===== config.mk =====
export PLATFORM = sky130hd
export DESIGN_NAME = dcache_wb_controller
export DESIGN_NICKNAME = d
export VERILOG_FILES = /design/src/rtl/dcache_wb_controller_pkg.sv /design/src/rtl/dcache_wb_controller_wb_buffer.sv /design/src/rtl/dcache_wb_controller.sv
export SDC_FILE = /design/constraint.sdc
export NUM_CORES = 2
export LEC_CHECK = 0
export ABC_AREA = 1
export CORE_AREA = 4 4 481 483
export DETAILED_ROUTE_END_ITERATION = 6
export DIE_AREA = 0 0 485 487
export PLACE_DENSITY = 0.4
export SLEW_MARGIN = 20
export SYNTH_ARGS = -nofsm -noshare
export SYNTH_HDL_FRONTEND = slang
export SYNTH_SLANG_ARGS = --single-unit

===== constraint.sdc =====
create_clock -name clock -period 4.1 [get_ports clock]
set_input_delay 0.82 -clock clock [delete_from_list [all_inputs] [get_ports clock]]
set_output_delay 0.82 -clock clock [all_outputs]
set_load 0.01 [all_outputs]

===== src/rtl/dcache_wb_controller_pkg.sv =====
// Shared types for the write-back D-cache controller: FSM state encoding.
package dcache_wb_controller_pkg;

  typedef enum logic [2:0] {
    ST_IDLE   = 3'd0,
    ST_DRAIN  = 3'd1,
    ST_EVICT  = 3'd2,
    ST_REFILL = 3'd3,
    ST_FILL   = 3'd4
  } dc_state_e;

endpackage


===== src/rtl/dcache_wb_controller_wb_buffer.sv =====
// One-entry victim write-back buffer: captures a dirty line in one cycle and
// drains it to memory in the background, holding the write until it completes.
module dcache_wb_controller_wb_buffer #(
  parameter int BADDR_W = 27,
  parameter int BLOCK_W = 256
) (
  input  logic               clock,
  input  logic               reset,
  input  logic               capture,
  input  logic [BADDR_W-1:0] cap_addr,
  input  logic [BLOCK_W-1:0] cap_data,
  input  logic               drain_open,
  input  logic               mem_write_done,
  output logic               wb_valid,
  output logic [BADDR_W-1:0] wb_addr,
  output logic [BLOCK_W-1:0] wb_data,
  output logic               mem_wen
);

  logic drain_hold;

  // A started write stays up regardless of what the FSM does next.
  assign mem_wen = wb_valid & (drain_hold | drain_open);

  always_ff @(posedge clock) begin
    if (reset) begin
      wb_valid   <= 1'b0;
      wb_addr    <= '0;
      wb_data    <= '0;
      drain_hold <= 1'b0;
    end else begin
      drain_hold <= mem_wen & ~mem_write_done;
      if (capture) begin
        wb_valid <= 1'b1;
        wb_addr  <= cap_addr;
        wb_data  <= cap_data;
      end else if (mem_wen && mem_write_done) begin
        wb_valid <= 1'b0;
      end
    end
  end

endmodule


===== src/rtl/dcache_wb_controller.sv =====
// Write-back / write-allocate L1 D-cache controller with a one-entry victim
// buffer and store-merging refill.
module dcache_wb_controller
  import dcache_wb_controller_pkg::*;
#(
  parameter int ADDR_W      = 32,
  parameter int WORD_BYTES  = 4,
  parameter int BLOCK_WORDS = 8,
  localparam int WORD_W      = 8 * WORD_BYTES,
  localparam int BLOCK_BYTES = WORD_BYTES * BLOCK_WORDS,
  localparam int BLOCK_W     = 8 * BLOCK_BYTES,
  localparam int OFF_W       = $clog2(BLOCK_BYTES),
  localparam int BYTE_OFF_W  = $clog2(WORD_BYTES),
  localparam int WIDX_W      = $clog2(BLOCK_WORDS),
  localparam int BADDR_W     = ADDR_W - OFF_W
) (
  input  logic                   clock,
  input  logic                   reset,
  input  logic                   ren,
  input  logic                   wen,
  input  logic [ADDR_W-1:0]      addr,
  input  logic [WORD_BYTES-1:0]  byteSelectVector,
  input  logic [WORD_W-1:0]      din,
  output logic                   stall,
  output logic [WORD_W-1:0]      dout,
  output logic [BADDR_W-1:0]     blockAddr,
  input  logic                   cacheHit,
  input  logic                   cacheDirtyBit,
  input  logic [BADDR_W-1:0]     cacheVictimBAddr,
  input  logic [BLOCK_W-1:0]     cacheDout,
  output logic                   cacheRen,
  output logic                   cacheWen,
  output logic                   cacheMemWen,
  output logic                   cacheSetDirty,
  output logic [BLOCK_BYTES-1:0] cacheBytesAccess,
  output logic [BLOCK_W-1:0]     cacheDin,
  output logic                   memRen,
  output logic                   memWen,
  input  logic                   memReadReady,
  input  logic                   memWriteDone,
  output logic [BADDR_W-1:0]     memBlockAddr,
  output logic [BLOCK_W-1:0]     memDin,
  input  logic [BLOCK_W-1:0]     memDout,
  output logic                   wbPending,
  output dc_state_e              dbg_state
);

  dc_state_e          state, state_next;
  logic [BLOCK_W-1:0] fill_data;
  logic [BLOCK_W-1:0] merged;
  logic [WIDX_W-1:0]  word_idx;
  logic               rd_req, wr_req, req, miss;
  logic               capture, drain_open;
  logic               wb_valid;
  logic [BADDR_W-1:0] wb_addr;
  logic [BLOCK_W-1:0] wb_data;
  logic               unused_byte_off;

  assign unused_byte_off = ^addr[BYTE_OFF_W-1:0];

  assign blockAddr = addr[ADDR_W-1:OFF_W];
  assign word_idx  = addr[OFF_W-1:BYTE_OFF_W];
  assign dout      = cacheDout[int'(word_idx) * WORD_W +: WORD_W];

  assign rd_req    = ren & ~wen;
  assign wr_req    = wen & ~ren;
  assign req       = ren ^ wen;
  assign miss      = (state == ST_IDLE) & req & ~cacheHit;
  assign wbPending = wb_valid;
  assign dbg_state = state;

  dcache_wb_controller_wb_buffer #(
    .BADDR_W(BADDR_W),
    .BLOCK_W(BLOCK_W)
  ) u_wb_buffer (
    .clock          (clock),
    .reset          (reset),
    .capture        (capture),
    .cap_addr       (cacheVictimBAddr),
    .cap_data       (cacheDout),
    .drain_open     (drain_open),
    .mem_write_done (memWriteDone),
    .wb_valid       (wb_valid),
    .wb_addr        (wb_addr),
    .wb_data        (wb_data),
    .mem_wen        (memWen)
  );

  always_ff @(posedge clock) begin
    if (reset) begin
      state     <= ST_IDLE;
      fill_data <= '0;
    end else begin
      state <= state_next;
      if (state == ST_REFILL && memReadReady) fill_data <= memDout;
    end
  end

  // Store miss: overlay the enabled store bytes onto the refill block.
  always_comb begin
    merged = fill_data;
    for (int b = 0; b < WORD_BYTES; b++) begin
      if (byteSelectVector[b]) merged[int'(word_idx) * WORD_W + 8 * b +: 8] = din[8 * b +: 8];
    end
  end

  always_comb begin
    state_next       = state;
    stall            = 1'b0;
    cacheRen         = 1'b0;
    cacheWen         = 1'b0;
    cacheMemWen      = 1'b0;
    cacheSetDirty    = 1'b0;
    cacheBytesAccess = '0;
    cacheDin         = '0;
    memRen           = 1'b0;
    capture          = 1'b0;
    drain_open       = 1'b0;
    case (state)
      ST_IDLE: begin
        cacheRen = rd_req;
        cacheWen = wr_req;
        if (wr_req) begin
          cacheBytesAccess = BLOCK_BYTES'(byteSelectVector) << (int'(word_idx) * WORD_BYTES);
          cacheDin         = {BLOCK_WORDS{din}};
        end
        if (miss) begin
          stall = 1'b1;
          // Draining first also keeps a refill from reading a block still in the buffer.
          if (wb_valid)           state_next = ST_DRAIN;
          else if (cacheDirtyBit) state_next = ST_EVICT;
          else                    state_next = ST_REFILL;
        end else begin
          drain_open = 1'b1;
        end
      end
      ST_DRAIN: begin
        stall      = 1'b1;
        drain_open = 1'b1;
        if (memWen && memWriteDone) state_next = ST_IDLE;
      end
      ST_EVICT: begin
        stall      = 1'b1;
        capture    = 1'b1;
        state_next = ST_REFILL;
      end
      ST_REFILL: begin
        stall  = 1'b1;
        memRen = 1'b1;
        if (memReadReady) state_next = ST_FILL;
      end
      ST_FILL: begin
        stall            = 1'b1;
        cacheMemWen      = 1'b1;
        cacheBytesAccess = '1;
        cacheDin         = wr_req ? merged : fill_data;
        cacheSetDirty    = wr_req;
        drain_open       = 1'b1;
        state_next       = ST_IDLE;
      end
      default: state_next = ST_IDLE;
    endcase
  end

  assign memBlockAddr = memRen ? blockAddr : (memWen ? wb_addr : '0);
  assign memDin       = memWen ? wb_data : '0;

endmodule


# == After elaboration in Yosys (flattened, before gate mapping) ==
# Cells that the tools add are included.
# classes
n_addsub,7
muxes,34
n_shift,10
n_bitwise,12
eq_ne,7
reduce_logical,7
# op_table
cell,count
256-bit 2-to-1 mux,7
256-bit bitwise mux,4
"8-bit by 33-bit variable shift with 256-bit output, first input constant",4
8-bit by 33-bit variable part select with 256-bit output,4
256-bit case mux with 2 select lines,1
256-bit by 9-bit variable part select with 32-bit output,1
9-bit negation with 33-bit output,3
32-bit case mux with 2 select lines,1
27-bit 2-to-1 mux,2
8-bit negation with 33-bit output,1
32-bit 2-to-1 mux,1
4-bit by 5-bit left shift with 32-bit output,1
"8-bit by 5-bit adder with 9-bit output, second input constant",2
3-bit case mux with 4 select lines,1
1-bit 2-to-1 mux,11
"8-bit by 4-bit adder with 9-bit output, second input constant",1
3-bit 2-to-1 mux,3
1-bit bitwise AND,6
"3-bit by 2-bit equality test with 1-bit output, second input constant",2
"2-bit != test, second input constant",3
1-bit NOT,4
1-bit case mux with 2 select lines,2
4-bit OR reduction,1
"3-bit by 1-bit equality test with 1-bit output, second input constant",1
other kinds (9),10
# word_totals
input_bits,615
wordCells,83
out_inout_bits,641
reg_bits,544

# == Logic depth before layout (Yosys ltp) ==
# logic_depth
word_depth,12
depth_mapped,15
ltp_nobuf,11

# == Modules after synthesis ==
# A second synthesis with hierarchy kept.
# hier_totals
hier_cells,4842
area_unflattened_um2,30513.0
# by_module_without_submodules
module,cells_each,n_inst,area_per_inst_um2
dcache_wb_controller,3606,1,20275.7
dcache_wb_controller_wb_buffer,1236,1,10237.3

# == Worst setup path after synthesis ==
# Ideal clock, no wire load.
# synth_timing
path_type,input to output
startpoint,input addr[2]
endpoint,output cacheDin[4]
slack_ns,0.302
t_arrival_ns,2.978
stages,13
path_cell_list,buf_6 > inv_4 > buf_2 > clkbuf_1 > ha_1 > ha_1 > buf_2 > nor2_1 > nand3_2 > nor3_4 > buf_4 > o21ai_0 > o21ai_1
# synth_via
elab_chain_len,12
elab_cells_between_ends,25
# synth_lines
element,line_no,rtl
"start, declared",dcache_wb_controller.sv:21,"input logic [ADDR_W-1:0] addr,"
"parallel branches: the longest is 9 deep, another holds 9-bit negation with 33-bit output",--,
256-bit 2-to-1 mux (*),dcache_wb_controller.sv:103,if (byteSelectVector[b]) merged[int'(word_idx) * WORD_W + 8 * b +: 8] = din[8 * b +: 8];
256-bit 2-to-1 mux (*),dcache_wb_controller.sv:156,cacheDin = wr_req ? merged : fill_data;
256-bit case mux with 2 select lines (*),dcache_wb_controller.sv:119,case (state)
"end, declared",dcache_wb_controller.sv:36,"output logic [BLOCK_W-1:0] cacheDin,"
# Every way passes the cells marked *.

# == Worst setup path after layout ==
# layout_timing
startpoint,input ren
endpoint,output memDin[75]
# layout_via
elab_chain_len,8
# layout_lines
element,line_no,rtl
"start, declared",dcache_wb_controller.sv:19,"input logic ren,"
1-bit XOR,dcache_wb_controller.sv:67,assign req = ren ^ wen;
1-bit bitwise AND (2 in series),dcache_wb_controller.sv:68,assign miss = (state == ST_IDLE) & req & ~cacheHit;
1-bit 2-to-1 mux,dcache_wb_controller.sv:127,if (miss) begin
1-bit case mux with 2 select lines,dcache_wb_controller.sv:119,
1-bit OR,dcache_wb_controller_wb_buffer.sv:23,assign mem_wen = wb_valid & (drain_hold | drain_open);
1-bit bitwise AND,dcache_wb_controller_wb_buffer.sv:23,
256-bit 2-to-1 mux,dcache_wb_controller.sv:166,assign memDin = memWen ? wb_data : '0;
"end, declared",dcache_wb_controller.sv:42,"output logic [BLOCK_W-1:0] memDin,"
# No other way between the ends.

==> impl_metrics.toml <==
[run_status]
status = "finished, violations left"
violations = "negative setup slack"

[sta]
period_needed_ps = 4150
skew_ps = 69.1
slew_viol_final = 0
worst_slack_ps = -47.5
finalCritPeriodShare = 1.01
max-slew-margin-rel = 0.425
hold_viol_final = 0
hold_ws_ps = 453
rsz0062_at_grt = "yes"
setup_violations = 3
max_slew.worst_pin.slew_ps = 853
fmaxAchievable_mhz = 241

[synthesis]
synthTopCellsByArea = "dfxtp_1 (38%), o21ai_0 (13%), a21oi_1 (11%)"
syn-num-nets = 5140
synthArstFlopShare = 0
yosys.cell_count.top_type = "o21ai_0"
synth_top_area_share = 0.376
ys.flop_type = "dfxtp_1"
ys_seq_area_frac = 0.376
synthTopCellsByCount = "o21ai_0 (759), a21oi_1 (652), nor2_1 (623)"
ys_warn_count = 0
netlist_area_mm2 = 0.0290
syn_inst = 4517
synth-edff-count = 0
ys_types = 33
avgSynthCellArea_um2 = 6.42
synth-seq-cells = 544
post-synth-top-area-cell = "dfxtp_1"

[placed_design]
routabilityCongestion = 0.974
pre_cts_ws_ps = -275
port_buffers = 1253
place_hpwl_mm = 224

[setup_path]
critPathArrivalTime_ps = 3330
crit_fanout = 21
worst-r2r-setup-slack_ps = 1200
crit_required_ps = 3280
endpoint_kind = "primary output"
criticalPathCategory = "primary input to primary output"
cp-start-kind = "primary input"

[min_path]
hold_class = "flop to flop"

[power]
irDropWorstVdd_v = 0.000255
power_density_mw_per_mm2 = 435
p_leak_nw = 22.1

[finish]
register_area_mm2 = 0.0109
nets = 6588
synthToLayoutAreaGrowth_pct = 82.0
post-route-util = 0.233
drive_above_1_share = 0.159
multi_input_area_mm2 = 0.0150
fill_cells = 25685

[run]
maxCapViolCount = 0

[global_route]
grt_pass1_vias = 39086
grt_usage = 0.221
grt_max_degree = 165
grt-ovfl-total = 0
antenna_found_initial = 103
grt_pass1_wl_mm = 357

[drt]
finalWirelength_mm = 275
wire_per_inst_um = 30.3
drt-pass1-iter-count = 6
detail-route-antenna-nets = 0
routed_via_density = 4.30
via_count = 39012
drc = 0
drt_iter0_markers = 2666

[floorplanning]
fp.dieW_um = 485
io_pins = 1256
start_util = 0.128
coreArea_mm2 = 0.227
fp.dieH_um = 487
fp.dieArea_mm2 = 0.236
rows = 175

[clock_network]
cts_tree = "done"
clk_pin_slew_worst_paths_ps = 50
cts_buffers = 82
numClockSinks = 544
h-tree-depth = 3
cts.path.max_buffers = 3
root_buffer = "clkbuf_16"
clk_latency_ps = 750
==> timing repair <==
action                                 4_1_cts  5_1_grt
pin swaps                                    2        1
hold buffers                                 0        0
endpoints found under the hold margin        0        0
gates cloned                                 2        3
buffers inserted                             7        6
setup endpoints to repair                  234      263
resized for setup                           97      197
==> layout make-up <==
type / instances / area share
Sequential cell: 544 / 0.206
Multi-Input combinational cell: 3167 / 0.285
Clock inverter: 35 / 0.00982
Inverter: 397 / 0.0288
Antenna cell: 38 / 0.00180
Tap cell: 3009 / 0.0714
Timing Repair Buffer: 1773 / 0.352
Clock buffer: 112 / 0.0451
==> cells by family after synthesis <==
logic type | Yosys count | synth area share
AND/OR/NAND/NOR | 1584 | 0.224
buffers and inverters | 806 | 0.116
adder cells (fa/ha/maj) | 8 | 0.00345
AO/OA/AOI/OAI | 1575 | 0.281
flip-flops | 544 | 0.376
==> worst max-delay path: stages <==
cell and delay, ps:
clkdlybuf4s50_1 490, inv_2 60, ha_4 250, inv_1 40, nand2_1 70, nand3_2 80
nand3_2 120, nand2_4 70, buf_12 170, buf_6 270, nor2_2 160, clkdlybuf4s50_1 570
==> power breakdown <==
part | total, mW | switching, mW | leakage, nW | internal [mW]
registers | 6.74 | 0.327 | 4.42 | 6.42
logic | 8.40 | 5.16 | 16.3 | 3.23
clock network | 7.83 | 3.18 | 1.38 | 4.65
==> stage by stage <==
step                instance area (um2)  power [mW]  cells  TNS [ps]
floorplan                         29000        10.2   4517         0
detailed placement                48900        15.2   8873    -15710
global route                      52700        24.1   9049     -1370
CTS                               52000        23.3   9029     -1.16
finish                            52800        23.0   9075     -93.1
global placement                  48900        15.1   8873    -28380
==> state kept, by name, summed over array words and instances, names as in the netlist <==
register and flops:
u_wb_buffer.wb_addr 27, u_wb_buffer.wb_valid 1, dbg_state 3, u_wb_buffer.drain_hold 1, fill_data 256, u_wb_buffer.wb_data 256
==> final timing paths <==
path | from | end | cells after the start
worst max register to register | dbg_state[2] | fill_data[66] | 7
worst min register to register | u_wb_buffer.wb_data[18] | u_wb_buffer.wb_data[18] | 2
worst max-delay path | ren | memDin[75] | 12
worst min-delay path | u_wb_buffer.wb_data[18] | u_wb_buffer.wb_data[18] | 2
==> per-layer routing <==
metal / vias to the layer above / track usage / part of all wire
li1: 17967 / - / -
met1: 18763 / 0.219 / 0.35
met2: 1710 / 0.402 / 0.50
met3: 512 / 0.0685 / 0.075
met4: 60 / 0.135 / 0.072
met5: - / 0 / 0.0015
==> placed cells by master (no fill, tap or decap), types with 24 or more instances in the layout <==
cell type	count
a31oi_1	48
dfxtp_1	544
o22ai_1	32
clkdlybuf4s50_1	849
inv_1	384
o21ai_0	738
nor3_1	25
dlygate4sd2_1	46
nand2_1	594
a21oi_1	652
o31ai_1	32
diode_2	38
nand3_1	282
buf_4	539
nor2_1	598
buf_12	173
clkbuf_16	87
dlymetal6s2s_1	143
o211ai_1	24
o21ai_1	42
No activity file was read; power rests on OpenSTA's default activity.
